**config.mk**
```make
export PLATFORM = sky130hd
export DESIGN_NAME = ingress_ram
export DESIGN_NICKNAME = d
export VERILOG_FILES = /design/src/rtl/ingress_ram.sv
export SDC_FILE = /design/constraint.sdc
export NUM_CORES = 2
export LEC_CHECK = 0
export ABC_AREA = 0
export BUFFER_PORTS_ARGS = -buffer_cell sky130_fd_sc_hd__buf_2
export CAP_MARGIN = 20
export CORE_MARGIN = 10
export CORE_UTILIZATION = 25
export DETAILED_ROUTE_END_ITERATION = 6
export MAX_ROUTING_LAYER = met4
export SETUP_SLACK_MARGIN = 0.15
export SLEW_MARGIN = 25
export SYNTH_ARGS = -nofsm -noshare
export SYNTH_HDL_FRONTEND = slang
export SYNTH_MEMORY_MAX_BITS = 65536
export SYNTH_SLANG_ARGS = --single-unit
```
**constraint.sdc**
```tcl
create_clock -name clk -period 11.6 [get_ports clk]
set_input_delay 0.58 -clock clk [delete_from_list [all_inputs] [get_ports clk]]
set_output_delay 0.58 -clock clk [all_outputs]
set_load 0.02 [all_outputs]
```
**src/rtl/ingress_ram.sv**
```systemverilog
// ingress_ram: simple dual-port beat store with registered, hold-when-idle read port
module ingress_ram #(
  parameter int AW = 6,
  parameter int W = 66
) (
  input  logic          clk,
  input  logic          rst,
  input  logic          we,
  input  logic [AW-1:0] waddr,
  input  logic [W-1:0]  wdata,
  input  logic          re,
  input  logic [AW-1:0] raddr,
  output logic [W-1:0]  rdata
);
  logic [W-1:0] mem [2**AW];
  // write port
  always_ff @(posedge clk) begin
    if (we) mem[waddr] <= wdata;
  end
  // read register doubles as the output register, so it holds while stalled
  always_ff @(posedge clk) begin
    if (!rst) rdata <= '0;
    else if (re) rdata <= mem[raddr];
  end
endmodule

```
==> results.md <==
* GRT Residual Overflow at 0
* DIE AREA at 692000 um2
* H-tree levels at 5
* Worst Setup SP: raddr[0]
* Post_cts resized at 0
* Initial Util at 25.0%
* Initial antenna violation count at 83
* Vias in the first global route at 82900
* Worst min path class: input port to register
* Drt first pass iters at 6
* Worst-margin pin slew at 1.19 ns
* # setup viols final at 0
* Gr usage total at 14.8%
* CP peak stage delay at 0.88 ns
* Final nets at 8153
* Setup Crit Path Kind: input port to register
* DRC violations left at 0
* Min Tclk post-route at 4.18 ns
* Synth cell types at 48
* First-pass GRT wire length at 705 mm
* Hold_buf cts at 0
* # IOs at 148
* Outcome: finished, final reports clean
* Count of final hold-check violations at 0
* Largest delay contributor family on the critical path: buffers and inverters
* CP Launch Type: input port
* Synth area leader: edfxtp_1
* Core box area at 658000 um2
* Root buffer cell: clkbuf_16
* Detailed-route via count at 86000
* CP Max Fanout at 93
* Top_reg_cell synth: edfxtp_1
* Postcts setup bufs at 0
* Post-Syn Area at 165000 um2
* CTS clock-pin slew for the worst setup and hold paths at 0.06 ns
* Async SR Flop Fraction at 0%
* Layout cells sized above 1 at 23.6%
* Gate power share at 4.9%
* # port buffers at 147
* Most frequent cell on the critical path: buf_4
* Ys Warns at 0
* Launching point of the worst reg2reg path: mem[1][35]$_DFFE_PP_
* Worst setup skew after layout at 0.0407 ns
* Largest net degree at the start of global routing at 115
* First DRT Iteration DRCs at 12000
* Final setup margin at 7.42 ns
* CP Cell Sequence: buf_12, buf_4, or2_4, buf_4, buf_4, o22a_1, a21oi_1, a2111oi_1, a221o_1
* Hold Path Origin: wdata[11]
* Synth top area share at 77.0%
* Syn Area/Cell at 21.3 um2
* Row cnt at 298
* Number of synthesized flops with an enable pin at 4224
* CP Capture Type: register
* Post-Syn Nets at 7802
* CP bufs+invs at 4
* Die X at 832 um
* CTS tree: done
* Final std cells w/o fill at 17100
* Sequential area share after synthesis at 77.8%
* DP Worst Slack at 6.42 ns
* Pleak at 59.0 nW
* CP Data Required Time at 12.47 ns
* Cell Int Power at 25.4 mW
* Area grow syn2layout at 15.9%
* CTS Buf Count at 418
* Clock power share at 42.1%
* Post-route ant nets at 0
* Chip height at 832 um
* Final Max Tran Viols at 0
* Setup TNS at 0 ns
* Final wirelength at 517 mm
* Vias per cell at 5.02
* RSZ-0062 raised after global routing: no
* Final Util at 29.0%
* DR WL/cell at 30.2 um
* Max rail drop VDD at 126 uV
* Placed insts at 16300
* Mapped Cells at 7720
* Sw frac at 21.6%
* Critical path data arrival time at 5.04 ns
* CP max-delay cell: a2111oi_1
* Max-cap viol count at 0
* Detailed Place HPWL at 269 mm
* Highest Clock Rate at 0.239 GHz
* CTS Buffer Depth at 4
* Max transition margin at 20.7%
* PD cells at 170 nW/um2
* Yosys reg bits at 4290
* NetSw at 7.00 mW
* Final worst-path cycle share at 36.0%
* Routability Congestion at 0.761
* Clock Sinks at 4290
* Fillers at 63700
* Clock Latency Late Sink at 0.96 ns
* Synth area leaders: edfxtp_1 77%, mux4_2 9.4%, mux2i_1 4.0%
* Flop pwr share at 53.0%
## layout make-up
cell class / count / area (um2) / area share (%)
tap: 8700 / 10900 / 5.71
clock inverter: 236 / 2280 / 1.19
timing repair buffer: 402 / 3300 / 1.73
antenna: 27 / 67.6 / 0.0354
multi-input combinational: 2958 / 34800 / 18.2
clock buffer: 532 / 11300 / 5.93
inverter: 1 / 8.76 / 0.00459
sequential: 4290 / 128000 / 67.2
## sequential cells by signal, summed over array words and instances (netlist names)
signal and cells:
rdata 66, mem 4224
## per-stage QoR
step           hold slack (ns)  cell area, um2  total power [mW]
4_1_cts                  0.215          190000              32.6
3_3_place_gp             0.466          177000              19.1
5_1_grt               -0.00112          191000              33.3
2_1_floorplan            0.611          165000              18.4
6_report                0.0217          191000              32.4
3_5_place_dp             0.473          177000              19.1
## power by group through the flow
stage | logic, mW | registers [mW] | clock network (mW)
5_1_grt | 1.67 | 17.2 | 14.4
2_1_floorplan | 0.860 | 17.5 | 0
3_3_place_gp | 1.56 | 17.5 | 0
6_report | 1.58 | 17.2 | 13.7
3_5_place_dp | 1.58 | 17.5 | 0
4_1_cts | 1.58 | 17.2 | 13.8
## Yosys cell counts, types with 7 or more instances
| master | number |
|---|---|
| edfxtp_1 | 4224 |
| mux4_2 | 686 |
| mux2i_1 | 660 |
| clkbuf_1 | 201 |
| o221ai_1 | 185 |
| a21oi_1 | 168 |
| nand2_1 | 166 |
| buf_2 | 150 |
| mux2_2 | 123 |
| a22oi_1 | 106 |
| nor2_1 | 85 |
| o21ai_0 | 73 |
| a2111oi_0 | 66 |
| buf_4 | 66 |
| dfxtp_1 | 66 |
| nor3b_1 | 66 |
| o22a_1 | 66 |
| o22ai_1 | 62 |
| a221oi_2 | 59 |
| a211oi_1 | 57 |
| a211o_1 | 53 |
| a221o_1 | 53 |
| mux2_1 | 40 |
| or2_0 | 37 |
| buf_1 | 31 |
| buf_6 | 23 |
| nand2b_1 | 20 |
| or2_1 | 17 |
| a221oi_1 | 16 |
| and2_1 | 15 |
| nor3_1 | 11 |
| a2bb2oi_1 | 9 |
| mux2_4 | 9 |
| o31ai_1 | 9 |
| nor2b_1 | 8 |
| nand3_1 | 7 |
## final timing paths
check        depth (start not counted)                endpoint  slack, ns
min reg2reg                          1  rdata[52]$_SDFFE_PN0P_       0.50
max reg2reg                          5  rdata[35]$_SDFFE_PN0P_       9.48
min                                  1   mem[33][11]$_DFFE_PP_       0.02
max                                  9  rdata[30]$_SDFFE_PN0P_       7.42
## layer usage
layer	wire length [um]	global-route usage [%]	vias up
li1	-	-	33400
met1	205000	19.6	46800
met2	244000	23.2	4800
met3	52200	2.84	933
met4	16200	4.00	0
met5	0	-	-
## cell usage in the layout (no fill, tap or decap), types with 66 or more instances in the layout
| cell type | Yosys | layout |
|---|---|---|
| edfxtp_1 | 4224 | 4224 |
| mux4_2 | 686 | 686 |
| mux2i_1 | 660 | 660 |
| clkbuf_16 | 0 | 425 |
| buf_4 | 66 | 261 |
| o221ai_1 | 185 | 185 |
| a21oi_1 | 168 | 168 |
| nand2_1 | 166 | 165 |
| mux2_2 | 123 | 123 |
| a22oi_1 | 106 | 106 |
| buf_2 | 150 | 94 |
| clkinv_2 | 0 | 81 |
| clkbuf_1 | 201 | 79 |
| clkinv_1 | 0 | 75 |
| o21ai_0 | 73 | 73 |
| nor3b_1 | 66 | 66 |
| o22a_1 | 66 | 66 |
| dfxtp_1 | 66 | 66 |
## worst reg2reg max path: cells and delay by family (launching register included)
family          cells  cell delay [ns]
simple gates        1             0.11
compound gates      3             1.21
flops               1             0.35
mux                 1             0.31
## cells by family after synthesis
group,share of synthesized area (%)
flops,77.8
mux,14.6
compound gates,4.79
buf+inv,1.45
simple gates,1.35
No activity file was read; power rests on OpenSTA's default activity.
